### config.mk
export PLATFORM = sky130hd
export DESIGN_NAME = pwm_duty_keyctl_flat
export DESIGN_NICKNAME = d
export VERILOG_FILES = /design/src/rtl/pwm_pkg.sv /design/src/rtl/pwm_duty_keyctl_if.sv /design/src/rtl/pwm_duty_keyctl_key_debounce.sv /design/src/rtl/pwm_duty_keyctl.sv /design/src/flat_wrapper.sv
export SDC_FILE = /design/constraint.sdc
export NUM_CORES = 1
export LEC_CHECK = 0
export BUFFER_PORTS_ARGS = -buffer_cell sky130_fd_sc_hd__buf_2
export CORE_MARGIN = 8
export CORE_UTILIZATION = 30
export DETAILED_ROUTE_END_ITERATION = 6
export GPL_ROUTABILITY_DRIVEN = 0
export SLEW_MARGIN = 20
export SYNTH_ARGS = -nofsm -noshare
export SYNTH_HDL_FRONTEND = slang
export SYNTH_SLANG_ARGS = --single-unit
### constraint.sdc
create_clock -name clk -period 2.7 [get_ports clk]
set_input_delay 0.135 -clock clk [delete_from_list [all_inputs] [get_ports clk]]
set_output_delay 0.135 -clock clk [all_outputs]
set_load 0.05 [all_outputs]
### src/rtl/pwm_pkg.sv
// Shared constants, FSM encoding and saturating step arithmetic for the duty key controller.
package pwm_pkg;
  localparam int DUTY_W   = 10;
  localparam int NUM_KEYS = 2;
  localparam int KEY_UP   = 0;
  localparam int KEY_DOWN = 1;
  localparam int TIMER_W  = 25;
  localparam logic [DUTY_W-1:0] DUTY_MAX = 10'h3FF;

  typedef enum logic [1:0] {
    S_IDLE   = 2'd0,
    S_STEP   = 2'd1,
    S_HOLD   = 2'd2,
    S_REPEAT = 2'd3
  } state_e;

  // 11-bit intermediate on the way up so an overflow clamps instead of wrapping
  function automatic logic [DUTY_W-1:0] duty_step(input logic [DUTY_W-1:0] d,
                                                  input logic dn,
                                                  input logic [DUTY_W-1:0] step);
    logic [DUTY_W:0] sum;
    sum = {1'b0, d} + {1'b0, step};
    if (dn) return (d < step) ? '0 : d - step;
    return (sum > {1'b0, DUTY_MAX}) ? DUTY_MAX : sum[DUTY_W-1:0];
  endfunction
endpackage

### src/rtl/pwm_duty_keyctl_if.sv
// Key/duty bundle between the button front-end and its user (PWM stage / bench).
interface pwm_duty_keyctl_if;
  import pwm_pkg::*;
  logic [NUM_KEYS-1:0] key_n;
  logic [DUTY_W-1:0]   duty;
  logic                duty_upd;
  logic [NUM_KEYS-1:0] key_db;

  modport master (output key_n, input duty, duty_upd, key_db);
  modport slave  (input key_n, output duty, duty_upd, key_db);
endinterface

### src/rtl/pwm_duty_keyctl_key_debounce.sv
// One key: 2-flop synchroniser (idles released) followed by a hold-time debouncer.
module key_debounce #(
  parameter int DEBOUNCE_CYC = 500000
) (
  input  logic clk,
  input  logic rst,
  input  logic key_n,
  output logic key_db
);
  localparam int CW = (DEBOUNCE_CYC > 1) ? $clog2(DEBOUNCE_CYC) : 1;

  logic [1:0]    sync;
  logic [CW-1:0] cnt;
  logic          lvl;

  assign lvl = ~sync[1];

  always_ff @(posedge clk or posedge rst) begin
    if (rst) begin
      sync   <= 2'b11;
      cnt    <= '0;
      key_db <= 1'b0;
    end else begin
      sync <= {sync[0], key_n};
      if (lvl == key_db) begin
        cnt <= '0;
      end else if (cnt == CW'(DEBOUNCE_CYC - 1)) begin
        key_db <= ~key_db;
        cnt    <= '0;
      end else begin
        cnt <= cnt + 1'b1;
      end
    end
  end
endmodule

### src/rtl/pwm_duty_keyctl.sv
// Up/down buttons to a saturating 10-bit duty word with press step and hold auto-repeat.
module pwm_duty_keyctl
  import pwm_pkg::*;
#(
  parameter int DEBOUNCE_CYC = 500000,
  parameter int HOLD_CYC     = 25000000,
  parameter int REPEAT_CYC   = 2500000,
  parameter int STEP         = 8,
  parameter logic [DUTY_W-1:0] DUTY_INIT = 10'h3F8
) (
  input  logic              clk,
  input  logic              rst,
  pwm_duty_keyctl_if.slave  bus
);
  logic [NUM_KEYS-1:0] key_db;

  for (genvar k = 0; k < NUM_KEYS; k++) begin : g_key
    key_debounce #(.DEBOUNCE_CYC(DEBOUNCE_CYC)) u_db (
      .clk   (clk),
      .rst   (rst),
      .key_n (bus.key_n[k]),
      .key_db(key_db[k])
    );
  end

  state_e              state, state_nxt;
  logic [NUM_KEYS-1:0] held, held_nxt;
  logic [TIMER_W-1:0]  timer, timer_nxt;
  logic                step_fire;
  logic [DUTY_W-1:0]   duty, duty_new;
  logic                duty_upd;

  always_ff @(posedge clk or posedge rst) begin
    if (rst) begin
      state <= S_IDLE;
      held  <= '0;
      timer <= '0;
    end else begin
      state <= state_nxt;
      held  <= held_nxt;
      timer <= timer_nxt;
    end
  end

  // held is the key pattern that started the press; any other pattern ends it
  always_comb begin
    state_nxt = state;
    held_nxt  = held;
    timer_nxt = timer;
    step_fire = 1'b0;
    case (state)
      S_IDLE: begin
        if ($onehot(key_db)) begin
          state_nxt = S_STEP;
          held_nxt  = key_db;
        end
      end
      S_STEP: begin
        step_fire = 1'b1;
        timer_nxt = TIMER_W'(HOLD_CYC - 1);
        state_nxt = S_HOLD;
      end
      S_HOLD, S_REPEAT: begin
        if (key_db != held) begin
          state_nxt = S_IDLE;
        end else if (timer == '0) begin
          step_fire = 1'b1;
          timer_nxt = TIMER_W'(REPEAT_CYC - 1);
          state_nxt = S_REPEAT;
        end else begin
          timer_nxt = timer - 1'b1;
        end
      end
      default: state_nxt = S_IDLE;
    endcase
  end

  assign duty_new = duty_step(duty, held[KEY_DOWN], DUTY_W'(STEP));

  always_ff @(posedge clk or posedge rst) begin
    if (rst) begin
      duty     <= DUTY_INIT;
      duty_upd <= 1'b0;
    end else begin
      duty_upd <= step_fire && (duty_new != duty);
      if (step_fire) duty <= duty_new;
    end
  end

  assign bus.duty     = duty;
  assign bus.duty_upd = duty_upd;
  assign bus.key_db   = key_db;
endmodule

### src/flat_wrapper.sv
// flat-port wrapper written by rule: the top's interface ports become plain ports
module pwm_duty_keyctl_flat import pwm_pkg::*;
#(
  parameter int DEBOUNCE_CYC = 500000,
  parameter int HOLD_CYC     = 25000000,
  parameter int REPEAT_CYC   = 2500000,
  parameter int STEP         = 8,
  parameter logic [DUTY_W-1:0] DUTY_INIT = 10'h3F8
)
  (clk, rst, bus_key_n, bus_duty, bus_duty_upd, bus_key_db);
  pwm_duty_keyctl_if bus_i ();
  input  logic clk;
  input  logic rst;
  input wire logic [$bits(bus_i.key_n)-1:0] bus_key_n;
  output wire logic [$bits(bus_i.duty)-1:0] bus_duty;
  output wire logic [$bits(bus_i.duty_upd)-1:0] bus_duty_upd;
  output wire logic [$bits(bus_i.key_db)-1:0] bus_key_db;
  assign bus_i.key_n = bus_key_n;
  assign bus_duty = bus_i.duty;
  assign bus_duty_upd = bus_i.duty_upd;
  assign bus_key_db = bus_i.key_db;
  pwm_duty_keyctl #(.DEBOUNCE_CYC(DEBOUNCE_CYC), .HOLD_CYC(HOLD_CYC), .REPEAT_CYC(REPEAT_CYC), .STEP(STEP), .DUTY_INIT(DUTY_INIT)) u_core (.clk(clk), .rst(rst), .bus(bus_i));
endmodule
======== Word level (Yosys, flattened, before mapping) ========
Cells that the tools add are included.
storage, ports and cells
  memories kept ........................... 0
  bits in latches ......................... 0
  RAM bits ................................ 0
  bits in read-only memories .............. 0
  register bits after elaboration ......... 84
cells by class
  $add $sub $neg .......................... 6
  reductions and logical operators ........ 10
  divide/modulo/power cells ............... 0
  $mul .................................... 0
  shift operators ......................... 0
  bitwise logic cells ..................... 6
  $lt $le $gt $ge ......................... 2
  mux-type cells .......................... 19
  eq/ne operators ......................... 13
operator list
  cell                     number
  $mux W19                 4
  $mux W25                 2
  $pmux W25 S2             1
  $mux W10                 4
  $add A19 B1 Y19 const B  2
  $eq A19 B19 Y1 const B   2
  $logic_not A25 Y1        1
  $sub A25 B1 Y25 const B  1
  $add A10 B4 Y11 const B  1
  $gt A11 B10 Y1 const B   1
  $lt A10 B4 Y1 const B    1
  $ne A10 B10 Y1           1
  $reduce_and A2 Y1        5
  $sub A10 B4 Y10 const B  1
  $mux W2                  3
  $not A1 Y1               6
  $pmux W2 S3              1
  $eq A2 B1 Y1 const B     2
  $eq A2 B2 Y1 const B     2
  $mux W1                  3
  $ne A3 B1 Y1 const B     1
  $add A1 B1 Y2            1
  $eq A1 B1 Y1             2
  $logic_not A2 Y1         1
  7 further kinds          7

======== Longest topological paths before layout ========
  word-level depth ........................ 6
  depth in mapped cells ................... 10
  mapped depth without buffers ............ 8

======== By module ========
Synthesis repeated with hierarchy kept, for this count alone.
unflattened totals
  cell total of the unflattened synthesis .. 509
  area, all modules ....................... 4,712.0 um^2
by module, submodules not included
  module           instances  cells an instance  area an instance (um^2)
  pwm_duty_keyctl  1          301                2,560.0
  key_debounce     2          104                1,076.0

======== Worst setup path before layout ========
No wires, ideal clock.
  path kind ............................... register -> register
  start point ............................. register u_core.duty[4], in the netlist u_core.bus.duty[4]
  end point ............................... register u_core.duty_upd, in the netlist u_core.bus.duty_upd
  period minus slack after synthesis ...... 2,676 ps
  stages on the path, launching flop included .. 10
  data arrival time ....................... 2,542 ps
  required time ........................... 2,566 ps
  setup time .............................. 134 ps
  path slack .............................. 24 ps
  path buffers ............................ 1
  path through ............................ dfstp_2 > ha_1 > buf_1 > nand4_1 > xnor2_1 > a31o_2 > a21oi_1 > o311ai_0 > a2111oi_0 > a21oi_1
between the ends
  longest elaborated chain between the ends .. 6
  elaborated cells between the ends (all ways) .. 10
  classes of those cells .................. 2 x add/sub; 2 x order compare; 1 x eq/ne; 4 x mux; 1 x reduce/logical
ends and longest elaborated chain
  element                                        line                          text
  start, declared                                pwm_duty_keyctl.sv:30         logic [DUTY_W-1:0] duty, duty_new;
  start signal, assigned                         pwm_duty_keyctl.sv:86         if (step_fire) duty <= duty_new;
  $add A10 B4 Y11, or another cell as far along  pwm_pkg.sv:22                 sum = {1'b0, d} + {1'b0, step};
  $gt A11 B10 Y1 or $mux W10 (tied branches)     pwm_pkg.sv:24, pwm_pkg.sv:23
  $mux W10 (on tied branches)                    pwm_pkg.sv:24, pwm_pkg.sv:23
  $mux W10                                       pwm_pkg.sv:24                 return (sum > {1'b0, DUTY_MAX}) ? DUTY_MAX : sum[DUTY_W-1:0];
  $ne A10 B10 Y1 (*)                             pwm_duty_keyctl.sv:85         duty_upd <= step_fire && (duty_new != duty);
  $logic_and A1 B1 Y1 (*)                        pwm_duty_keyctl.sv:85
  end signal, assigned                           pwm_duty_keyctl.sv:85
  end, declared                                  pwm_duty_keyctl.sv:31         logic duty_upd;
Mark *: on every way between the ends. The rest lies on a longest branch, timed or not. The select of a mux whose other input is x is not followed.
A chain may end at the register's enable or synchronous reset.

======== Final worst setup path ========
  start point ............................. register u_core.timer[3]
  end point ............................... register u_core.duty[7], in the netlist u_core.bus.duty[7]
between the ends
  longest elaborated chain between the ends .. 4
ends and longest elaborated chain
  element                 line                   text
  start, declared         pwm_duty_keyctl.sv:28  logic [TIMER_W-1:0] timer, timer_nxt;
  start signal, assigned  pwm_duty_keyctl.sv:41  timer <= timer_nxt;
  $logic_not A25 Y1       pwm_duty_keyctl.sv:66  end else if (timer == '0) begin
  $mux W1                 pwm_duty_keyctl.sv:66
  $mux W1                 pwm_duty_keyctl.sv:64  if (key_db != held) begin
  $pmux W1 S2             pwm_duty_keyctl.sv:51  case (state)
No other way between the ends.

==> flow_summary.ini <==
[sta]
rsz0062_at_grt = false
finalSetupTns_ps = 0
worstMarginPinSlew_ps = 800
min_period_ps = 2520
fmax_ghz = 0.396
fin_ws_ps = 176
maxSlewHeadroom = 0.466
setup_viol = 0
skew_ps = 6.65
finalHoldViolations = 0
slew_viol_final = 0
fin_crit_sh = 0.935

[place]
placed_cells = 701
dp_hpwl_um = 7260
dp_slack_ps = 1.46
io_buffers = 16

[critical_path]
worstSetupStartpointType = register
critPathRequiredTime_ps = 2990
cp-end-kind = register
path_class = register to register
cp.arrival_ps = 2810
critPathMaxFanout = 11

[global_route]
grtUsageTotal = 0.112
grt_overflow = 0
antenna_found_initial = 0
grt.busiest_layer = met2
met1_usage = 0.138
grt_pass1_vias = 3716
grt_pass1_wl_um = 17900
met2_usage = 0.180
use_met3 = 0.0342
grt_start_max_net_pins = 47

[min_path]
hp-class = register to register

[logic_synthesis]
ys.flop_type = dfrtp_1
yosysSeqAreaShare = 0.460
yosysUniqueCellTypes = 62
syn_area_um2 = 4600
yosysWarnings = 0
syn_avg_cell_area_um2 = 9.25
synthArstFlopShare = 1.00
syn-num-nets = 507
synth_edf_count = 0
synth_cells = 497
ys_ff_latch = 84

[floorplan]
die_area_um2 = 19500
initial_core_util = 0.305
core-area_um2 = 15100
rows = 45
die_h_um = 140
die_x_um = 140
pin_count = 17

[status]
status = finished clean

[layout]
drive_gt1_frac = 0.147
register_area_um2 = 2120
final_common_cell = dfrtp_1
num-nets-final = 537
diodes = 0
n_fill_cell = 1515
area_delta_synth_final_pct = 16.8
final_cell_mix = dfrtp_1 (73), nor2_1 (64), nand2_1 (51), nand3_1 (28), xnor2_1 (27)
multi_input_area_um2 = 2360
instances_no_fill = 720
fin_util = 0.356

[clock_network]
cts_buffers = 9
clk_latency_ps = 350
cts_htree_levels = 3
clk_pin_slew_ps = 60
clockBufferDepth = 2
cts_tree = yes
cts_sinks = 84
clock-root-buffer = clkbuf_16

[drt]
post_drt_via_cell_ratio = 5.24
totalWireLength_um = 10400
detail-route-antenna-nets = 0
drc = 0
drt_first_pass_iters = 4
drt_iter0_markers = 305
vias = 3773
wl_per_cell_um = 14.4

[power_and_ir_drop]
p_leak_nw = 2.39
peakVddDrop_mv = 0.286
power_density_nw_per_um2 = 497
total_power_mw = 2.67

[flow_run]
maxCapViolCount = 0
## layout make-up
class | instances | area share
clock buffer | 11 | 0.0434
clock inverter | 5 | 0.0159
inverter | 17 | 0.0121
multi-input combinational | 376 | 0.440
sequential | 84 | 0.394
tap | 188 | 0.0438
timing repair buffer | 39 | 0.0508
## final timing paths
path / slack (ps) / cells past startpoint / end / startpoint
max: 180 / 7 / u_core.bus.duty[7]$_DFFE_PP1P_ / u_core.timer[3]$_DFFE_PP0P_
min: 360 / 0 / u_core.g_key[1].u_db.sync[1]$_DFF_PP1_ / u_core.g_key[1].u_db.sync[0]$_DFF_PP1_
max reg2reg: 180 / 7 / u_core.bus.duty[7]$_DFFE_PP1P_ / u_core.timer[3]$_DFFE_PP0P_
min reg2reg: 360 / 0 / u_core.g_key[1].u_db.sync[1]$_DFF_PP1_ / u_core.g_key[1].u_db.sync[0]$_DFF_PP1_
max in group asynchronous: 1480 / 4 / u_core.g_key[0].u_db.sync[1]$_DFF_PP1_ / rst
min in group asynchronous: 470 / 3 / u_core.g_key[0].u_db.cnt[10]$_DFF_PP0_ / rst
## sequential cells by signal (all words and copies together), names as in the netlist
name                      count
u_core.bus.duty_upd           1
u_core.state                  2
u_core.timer                 25
u_core.bus.duty              10
u_core.g_key.u_db.sync        4
u_core.g_key.u_db.cnt        38
u_core.g_key.u_db.key_db      2
u_core.held                   2
## through the flow
step / hold WS, ps / cell area [µm²]
detailed placement: 241 / 4990
global placement: 244 / 4990
finish: 358 / 5370
CTS: 359 / 5340
global route: 370 / 5370
floorplan: 139 / 4600
## critical path, stage by stage (launching register included)
cell     delay, ps
dfrtp_1        420
or4_4          580
nor4_4         340
nand3_4        170
nor4_4         280
nor2_1         240
a21oi_1        250
o32a_1         190
## synth_stat cells, drive strengths merged (2+ instances only)
cell type	number	share of area
nor4b	3	0.0057
o221ai	2	0.0038
dfrtp	73	0.40
o31ai	10	0.016
nand3	29	0.034
a211oi	4	0.0065
xor2	25	0.048
nor4	11	0.022
or4	5	0.0090
ha	6	0.016
nor2b	3	0.0041
nand2	51	0.042
xnor2	27	0.051
a31o	2	0.0038
nand4	11	0.015
inv	15	0.012
o22a	2	0.0038
a311oi	2	0.0038
or3	7	0.0095
nor3b	2	0.0033
o21a	2	0.0033
a221o	2	0.0044
clkbuf	11	0.0090
and2	3	0.0041
and3	11	0.015
a21oi	25	0.027
clkinv	2	0.0016
o21ai	19	0.021
nor2	64	0.052
dfstp	11	0.063
buf	9	0.010
a21boi	2	0.0033
a211o	2	0.0038
o311ai	4	0.0076
and4	2	0.0038
nor3	18	0.023
a21o	2	0.0033
## where the power goes
| part | total (mW) | internal (mW) | switching (mW) |
|---|---|---|---|
| logic | 0.0571 | 0.0168 | 0.0403 |
| registers | 1.28 | 1.27 | 0.00944 |
| clock network | 1.33 | 0.816 | 0.515 |
## cell families (layout without fill, tap and decap cells)
logic type	count (synthesis)	count (layout)	share of synthesized area
mux	2	2	0.00463
flops	84	84	0.460
compound gates	90	90	0.134
fa+ha+maj	6	6	0.0163
simple gates	226	226	0.253
xor+xnor	52	52	0.0991
buf+inv	37	72	0.0329
## metal layers
layer,part of all wire,routed length (µm)
met5,0,0
met4,0.017,174
met3,0.040,414
met2,0.47,4930
met1,0.47,4880
## what timing repair did
item                                    4_1_cts  5_1_grt
pin swaps                                     0        2
endpoints found under the setup margin        1        3
buffers inserted                              0        0
hold endpoints to repair                     42        0
gates resized for setup                       1        6
hold buffers                                  3        0
No activity file was read; power rests on OpenSTA's default activity.
